**src/rtl/snn_fc_pkg.sv**
```systemverilog
// Shared types, constants and the 16-bit narrowing helper for the FC spiking layer.
// Latency: n/a (declarations and a pure function only).
// Backpressure: n/a.
// Build option: FC_SAT_EN selects saturating narrow16; otherwise it wraps (two's complement).
package snn_fc_pkg;

    localparam int Q_W         = 16;   // Q3.13 membrane / weight width
    localparam int X_W         = 3;    // unsigned Q1.2 pooled input width
    localparam int X_FRAC      = 2;    // fractional bits of the input, removed after the multiply
    localparam int DECAY_SHIFT = 2;    // leak = v * 0.25
    localparam int NARROW_IN_W = 48;   // widest sum narrow16 accepts

    localparam logic signed [Q_W-1:0] THRESH = 16'sh1000;   // 0.5 in Q3.13

    localparam logic signed [NARROW_IN_W-1:0] Q_MAX = 48'sd32767;
    localparam logic signed [NARROW_IN_W-1:0] Q_MIN = -48'sd32768;

    typedef enum logic [2:0] {
        IDLE,
        FETCH,
        MAC,
        UPDATE,
        DONE
    } fc_state_t;

    // Reduce a wide signed sum to Q3.13.
    function automatic logic signed [Q_W-1:0] narrow16(input logic signed [NARROW_IN_W-1:0] a);
`ifdef FC_SAT_EN
        if (a > Q_MAX) begin
            return 16'sh7FFF;
        end else if (a < Q_MIN) begin
            return 16'sh8000;
        end else begin
            return a[Q_W-1:0];
        end
`else
        return a[Q_W-1:0];
`endif
    endfunction

endpackage

```
**src/rtl/fc_lif_layer_lif.sv**
```systemverilog
// Combinational LIF membrane update: v_new = narrow16(acc + leak), spike = v_new >= 0.5.
// Latency: 0 cycles (pure combinational).
// Backpressure: none; output follows inputs.
// Ports: acc (signed ACC_W weighted sum incl. bias), v_old/s_old (stored neuron state),
//        v_new (Q3.13 membrane), spike (threshold crossing). Saturation set by FC_SAT_EN.
module lif_update
    import snn_fc_pkg::*;
#(
    parameter int ACC_W = 24
) (
    input  logic signed [ACC_W-1:0] acc,
    input  logic signed [Q_W-1:0]   v_old,
    input  logic                    s_old,
    output logic signed [Q_W-1:0]   v_new,
    output logic                    spike
);

    logic signed [Q_W-1:0] leak_sh;
    logic signed [Q_W-1:0] leak;
    logic signed [ACC_W:0] sum;

    always_comb begin
        // Kept as its own signed assignment so the arithmetic shift is never
        // demoted to a logical one by an unsigned operand in the mux below.
        leak_sh = v_old >>> DECAY_SHIFT;
        // A neuron that spiked last step restarts from zero: no carried leak.
        leak    = s_old ? 16'sh0000 : leak_sh;
        sum     = (ACC_W+1)'(acc) + (ACC_W+1)'(leak);
        v_new   = narrow16(NARROW_IN_W'(sum));
        spike   = (v_new >= THRESH);
    end

endmodule

```
**src/rtl/fc_lif_layer.sv**
```systemverilog
// Fully-connected LIF layer: N_OUT neurons, each a serial MAC over N_IN pooled inputs plus bias.
// Latency: N_IN+3 cycles per neuron; done pulses N_OUT*(N_IN+3)+1 cycles after the start edge.
// Backpressure: none; start is ignored while busy, weight BRAM must return data 1 cycle after w_rd_en.
// Ports: start/clear_state (sampled in IDLE), x_in (latched at start), w_rd_en/w_addr/w_data
//        (weight BRAM), busy/done (status), spike_out/v_out (persistent neuron state).
// Build option: FC_SAT_EN makes the membrane narrowing saturate instead of wrap.
module fc_lif_layer
    import snn_fc_pkg::*;
#(
    parameter int N_IN  = 49,
    parameter int N_OUT = 10,
    parameter int AW    = 10,
    parameter int ACC_W = 24
) (
    input  logic                   clk,
    input  logic                   rst,
    input  logic                   start,
    input  logic                   clear_state,
    input  logic [N_IN*X_W-1:0]    x_in,
    output logic                   w_rd_en,
    output logic [AW-1:0]          w_addr,
    input  logic [Q_W-1:0]         w_data,
    output logic                   busy,
    output logic                   done,
    output logic [N_OUT-1:0]       spike_out,
    output logic [N_OUT*Q_W-1:0]   v_out
);

    localparam int IDX_W = $clog2(N_IN + 1);
    localparam int N_W   = (N_OUT > 1) ? $clog2(N_OUT) : 1;

    localparam logic [IDX_W-1:0] LAST_IDX = IDX_W'(N_IN);     // bias word index
    localparam logic [N_W-1:0]   LAST_N   = N_W'(N_OUT - 1);

    fc_state_t state;
    fc_state_t state_nxt;

    logic [IDX_W-1:0]            idx;        // word index within the current neuron
    logic [IDX_W-1:0]            rd_idx_q;   // index of the word arriving on w_data
    logic                        rd_vld_q;   // w_data carries a word this cycle
    logic [N_W-1:0]              n_cnt;
    logic [AW-1:0]               addr;
    logic [(N_IN+1)*X_W-1:0]     x_q;        // padded with a zero element at the bias slot
    logic signed [ACC_W-1:0]     acc;
    logic [N_OUT*Q_W-1:0]        v_q;
    logic [N_OUT-1:0]            s_q;

    logic [X_W-1:0]              x_sel;
    logic signed [Q_W+X_W:0]     prod;
    logic signed [Q_W+X_W:0]     prod_sh;
    logic signed [ACC_W-1:0]     mac_term;

    logic signed [Q_W-1:0]       v_old;
    logic                        s_old;
    logic signed [Q_W-1:0]       v_new;
    logic                        spike_new;

    // ------------------------------------------------------------------
    // FSM: state register
    // ------------------------------------------------------------------
    always_ff @(posedge clk) begin
        if (rst) begin
            state <= IDLE;
        end else begin
            state <= state_nxt;
        end
    end

    // ------------------------------------------------------------------
    // FSM: next state
    // ------------------------------------------------------------------
    always_comb begin
        state_nxt = state;
        unique case (state)
            IDLE:    if (start) state_nxt = FETCH;
            // The last fetch issues the bias read; one MAC cycle drains it.
            FETCH:   if (idx == LAST_IDX) state_nxt = MAC;
            MAC:     state_nxt = UPDATE;
            UPDATE:  state_nxt = (n_cnt == LAST_N) ? DONE : FETCH;
            DONE:    state_nxt = IDLE;
            default: state_nxt = IDLE;
        endcase
    end

    // ------------------------------------------------------------------
    // FSM: outputs
    // ------------------------------------------------------------------
    always_comb begin
        w_rd_en = (state == FETCH);
        busy    = (state != IDLE);
        done    = (state == DONE);
    end

    assign w_addr    = addr;
    assign spike_out = s_q;
    assign v_out     = v_q;

    // ------------------------------------------------------------------
    // MAC operand: weight * {0,x} in Q3.13 x Q1.2, rescaled back to Q3.13.
    // ------------------------------------------------------------------
    always_comb begin
        x_sel   = x_q[rd_idx_q*X_W +: X_W];
        prod    = (Q_W+X_W+1)'($signed(w_data)) * (Q_W+X_W+1)'($signed({1'b0, x_sel}));
        prod_sh = prod >>> X_FRAC;
        if (rd_idx_q == LAST_IDX) begin
            mac_term = ACC_W'($signed(w_data));
        end else begin
            mac_term = ACC_W'(prod_sh);
        end
    end

    // ------------------------------------------------------------------
    // LIF update for the neuron currently being finished
    // ------------------------------------------------------------------
    assign v_old = $signed(v_q[n_cnt*Q_W +: Q_W]);
    assign s_old = s_q[n_cnt];

    lif_update #(
        .ACC_W (ACC_W)
    ) u_lif (
        .acc   (acc),
        .v_old (v_old),
        .s_old (s_old),
        .v_new (v_new),
        .spike (spike_new)
    );

    // ------------------------------------------------------------------
    // Datapath
    // ------------------------------------------------------------------
    always_ff @(posedge clk) begin
        if (rst) begin
            idx      <= '0;
            rd_idx_q <= '0;
            rd_vld_q <= 1'b0;
            n_cnt    <= '0;
            addr     <= '0;
            x_q      <= '0;
            acc      <= '0;
            v_q      <= '0;
            s_q      <= '0;
        end else begin
            // Read-data tracking: the BRAM answers one cycle after each fetch.
            rd_vld_q <= (state == FETCH);
            rd_idx_q <= idx;

            if (rd_vld_q) begin
                acc <= acc + mac_term;
            end

            unique case (state)
                IDLE: begin
                    if (clear_state) begin
                        v_q <= '0;
                        s_q <= '0;
                    end
                    if (start) begin
                        x_q   <= {X_W'(0), x_in};
                        n_cnt <= '0;
                        idx   <= '0;
                        addr  <= '0;
                        acc   <= '0;
                    end
                end
                FETCH: begin
                    // Neurons are laid out back to back, so the address simply
                    // keeps counting across neuron boundaries.
                    addr <= addr + 1'b1;
                    idx  <= (idx == LAST_IDX) ? '0 : idx + 1'b1;
                end
                UPDATE: begin
                    v_q[n_cnt*Q_W +: Q_W] <= v_new;
                    s_q[n_cnt]            <= spike_new;
                    acc                   <= '0;
                    if (n_cnt != LAST_N) begin
                        n_cnt <= n_cnt + 1'b1;
                    end
                end
                default: begin
                end
            endcase
        end
    end

endmodule

```
**config.mk**
```make
export PLATFORM = sky130hd
export DESIGN_NAME = fc_lif_layer
export DESIGN_NICKNAME = d
export VERILOG_FILES = /design/src/rtl/snn_fc_pkg.sv /design/src/rtl/fc_lif_layer_lif.sv /design/src/rtl/fc_lif_layer.sv
export SDC_FILE = /design/constraint.sdc
export NUM_CORES = 1
export LEC_CHECK = 0
export CAP_MARGIN = 40
export CORE_MARGIN = 2
export CORE_UTILIZATION = 59
export CTS_CLUSTER_DIAMETER = 60
export CTS_CLUSTER_SIZE = 20
export DETAILED_ROUTE_END_ITERATION = 10
export DONT_BUFFER_PORTS = 1
export PLACE_DENSITY = 0.75
export SETUP_SLACK_MARGIN = 0.05
export SYNTH_ARGS = -nofsm -noshare
export SYNTH_HDL_FRONTEND = slang
export SYNTH_SLANG_ARGS = --single-unit
export TNS_END_PERCENT = 20
```
**constraint.sdc**
```tcl
create_clock -name clk -period 11.02 [get_ports clk]
set_clock_uncertainty 0.1 [all_clocks]
set_input_delay 0.551 -clock clk [delete_from_list [all_inputs] [get_ports clk]]
set_output_delay 0.551 -clock clk [all_outputs]
set_load 0.05 [all_outputs]
```
==> metrics.md <==
| Metric | Value |
|---|---|
| Ant diodes | 0 |
| Final Hold Fails | 0 |
| Initial core utilization | 59.8% |
| Final TNS setup | 0 ps |
| Syn Inst Count | 2256 |
| CP max FO | 37 |
| Worst setup path class | reg2reg |
| FFs w/ async S/R, synth | 0% |
| FP Rows | 65 |
| Ys flop type | dfxtp_1 |
| Worst EP required | 11390 ps |
| Most frequent cells in the layout | nand2_1, dfxtp_1, a21oi_1, nor2_1, nand3_1 |
| Post-route antenna net violation count | 0 |
| Die Height | 183 um |
| Area post-placement | around 0.019 sq mm |
| Nets | approximately 2500 |
| Final instance area | 0.0205 sq mm |
| Largest delay contributor family on the critical path | compound AO/OA/AOI/OAI gates |
| DIE AREA | between 0.03 and 0.04 sq mm |
| Netlist cell types | between 70 and 80 |
| Mapped Area | ~0.019 sq mm |
| IO Pins | 350 |
| Power per cell area | approximately 150 mW/mm^2 |
| DRC errors left | 0 |
| Crit-path max cell delay | 750 ps |
| CTS max path bufs | 3 |
| Grt ovf | 0 |
| LEAKAGE | 7.46 nW |
| Min cycle time layout | 7790 ps |
| Gr usage total | 32.8% |
| Area of the multi-input gates | roughly 0.011 sq mm |
| Core Area | roughly 0.031 sq mm |
| Via count | about 17000 |
| Worst skew pair latency | 600 ps |
| Max VDD drop | 0.136 mV |
| Worst setup EP type | flip-flop |
| Startpoint types | flip-flop |
| TritonCTS clock tree | yes |
| Largest net degree at the start of global routing | around 220 |
| Number of port buffers | 0 |
| Worst Path Arrival | 8160 ps |
| Post-CTS Setup Repair Bufs | 0 |
| Most frequent CP cell | o21ai_1 |
| RSZ-0062 raised after global routing | false |
| DR vias/cell | around 6.4 |
| Critical-path top delay cell | a221oi_2 |
| FF+latch area | just over 0.007 sq mm |
| Syn nets | roughly 2500 |
| Syn Area/Cell | approximately 8.3 sq um |
| Routability cong. | 0.917 |
| Sequential fraction of the synthesis area | between 30% and 40% |
| Total CTS buffers | 28 |
| Final period util | between 70% and 80% |
| Fillcell total | 2647 |
| Fmax | approximately 0.13 GHz |
| Share of cells above drive strength 1 | around 7.7% |
| Vias in the first global route | 15700 |
| Hold path startpoint | x_in[90] |
| Wirelength, routed | approximately 57000 um |
| Final Setup Violations | 0 |
| CTS H-Tree Depth | 1 |
| Seq cells post-synth | roughly 360 |
| CTS root buf | clkbuf_16 |
| Commonest non-fill, non-tap cell in the layout | nand2_1 |
| Status | finished, final reports clean |
| Worst path bufs/invs | 2 |
| HP Class | in2reg |
| MaxCap Viol Count | 0 |
| Avg WL per Cell | 21.7 um |
| CTS clk-pin slew, worst paths | about 80 ps |
| TritonCTS Sinks | between 300 and 400 |
| Post-cts sizing count | 0 |
| FF-to-FF setup slack | 3230 ps |
| Layout overhead on the synthesized area | 8.88% |
| Initial antenna violation count | 0 |
| DIE WIDTH | 183 um |
| Pre-CTS WS | 3170 ps |
| First-pass GRT wire length | a little under 90000 um |
| Worst Setup Slack, final | ~3200 ps |
| Number of synthesized flops with an enable pin | 0 |
| Final Max Tran Viols | 0 |
| CP endpoint | acc[15]$_SDFF_PP0_ |
| Iter 0 DRT Violations | between 1000 and 1500 |
| Slew @ Worst Pin | approximately 1000 ps |
| Slew headroom | a little over a third |
| Worst Setup SP | rd_idx_q[0]$_SDFF_PP0_ |
| DR pass1 iterations | 6 |
| FF-to-FF End | acc[15]$_SDFF_PP0_ |
| YS warnings | 0 |
| Reg2Reg Depth | 28 |
| CP Depth | 28 |
| Reg-to-Reg Start | rd_idx_q[0]$_SDFF_PP0_ |
| DP HPWL | ~41000 um |
==> state kept, by name, indices dropped and copies added, names as in the netlist <==
register,flops
v_out,160
x_q,147
acc,16
spike_out,10
w_addr,10
idx,6
rd_idx_q,6
n_cnt,4
state,3
rd_vld_q,1
==> power breakdown <==
group / total, mW / internal [mW] / leakage [nW] / switching (mW)
Sequential: 1.44 / 1.38 / 2.95 / 0.0600
Combinational: 0.546 / 0.200 / 4.04 / 0.346
Clock: 1.09 / 0.557 / 0.477 / 0.534
==> Yosys cell counts (4+ instances only) <==
cell	n	area [sq um]
o31ai_1	18	135
mux4_2	66	1490
clkbuf_1	135	507
o21ai_1	32	160
ha_1	72	901
buf_2	8	40.0
nand3_1	126	631
nand2_1	418	1570
dfxtp_1	363	7270
a211oi_1	8	60.1
and2_1	57	357
o22ai_1	16	100
buf_1	7	26.3
nor2b_1	14	87.6
a31oi_1	35	219
o221ai_1	4	35.0
nor3_1	30	150
nand3b_1	11	82.6
o21ai_0	13	65.1
xor2_1	15	131
or3_1	6	37.5
and3_1	8	50.1
o21bai_1	5	37.5
inv_1	77	289
nand2b_1	10	62.6
a21oi_1	244	1220
buf_6	7	78.8
fa_1	17	340
mux2i_1	47	470
a21boi_1	6	45.0
o21a_1	9	67.6
o41ai_1	6	52.6
a21o_1	10	75.1
a22oi_1	53	398
nor2_1	217	815
xnor2_1	22	193
mux2_2	7	78.8
==> cell families (layout without fill, tap and decap cells) <==
kind of cell | Yosys count | count (layout) | share of synthesized area (%)
xor+xnor | 37 | 37 | 1.72
compound gates | 485 | 485 | 15.6
buf+inv | 240 | 206 | 5.24
simple gates | 922 | 922 | 21.4
mux | 120 | 120 | 10.8
flops | 363 | 363 | 38.6
fa+ha+maj | 89 | 89 | 6.59
==> metal layers <==
metal	up-vias	global-route usage [%]	part of all wire (%)
li1	7752	-	-
met1	7975	40.5	37
met2	893	54.9	48
met3	187	7.46	10
met4	0	14.5	4.9
met5	-	0	0
==> metrics by stage <==
| step | util [%] | hold slack (ps) | power, mW | std cells |
|---|---|---|---|---|
| after floorplan | - | 333 | 1.86 | 2256 |
| after global placement | 59.7 | 340 | 1.95 | 2514 |
| after detailed placement | 60.3 | 346 | 1.98 | 2525 |
| after CTS | 65.1 | 0.590 | 3.07 | 2623 |
| after global routing | 65.1 | 5.89 | 3.20 | 2624 |
| final | 65.1 | 11.9 | 3.07 | 2624 |
==> timing repair <==
| action | 4_1_cts | 5_1_grt |
|---|---|---|
| hold endpoints to repair | 97 | 0 |
| endpoints found under the setup margin | 0 | 0 |
| hold buffers | 48 | 0 |
==> worst min-delay path by stage <==
stage                     depth (start not counted)  slack [ps]                    end
after global routing                              2           6  x_q[120]$_SDFFE_PP0P_
final                                             2          10   x_q[90]$_SDFFE_PP0P_
after floorplan                                   2         330  x_q[115]$_SDFFE_PP0P_
after detailed placement                          2         350  x_q[103]$_SDFFE_PP0P_
after CTS                                         2         0.6   x_q[90]$_SDFFE_PP0P_
after global placement                            2         340   x_q[92]$_SDFFE_PP0P_
==> final cells by class <==
| type | count | share of cell area (%) |
|---|---|---|
| Multi-Input combinational cell | 1653 | 51.7 |
| Tap cell | 402 | 2.45 |
| Timing Repair Buffer | 78 | 4.14 |
| Sequential cell | 363 | 35.5 |
| Inverter | 78 | 1.44 |
| Clock buffer | 32 | 3.64 |
| Clock inverter | 18 | 1.18 |
(Power assumes the default switching activity.)
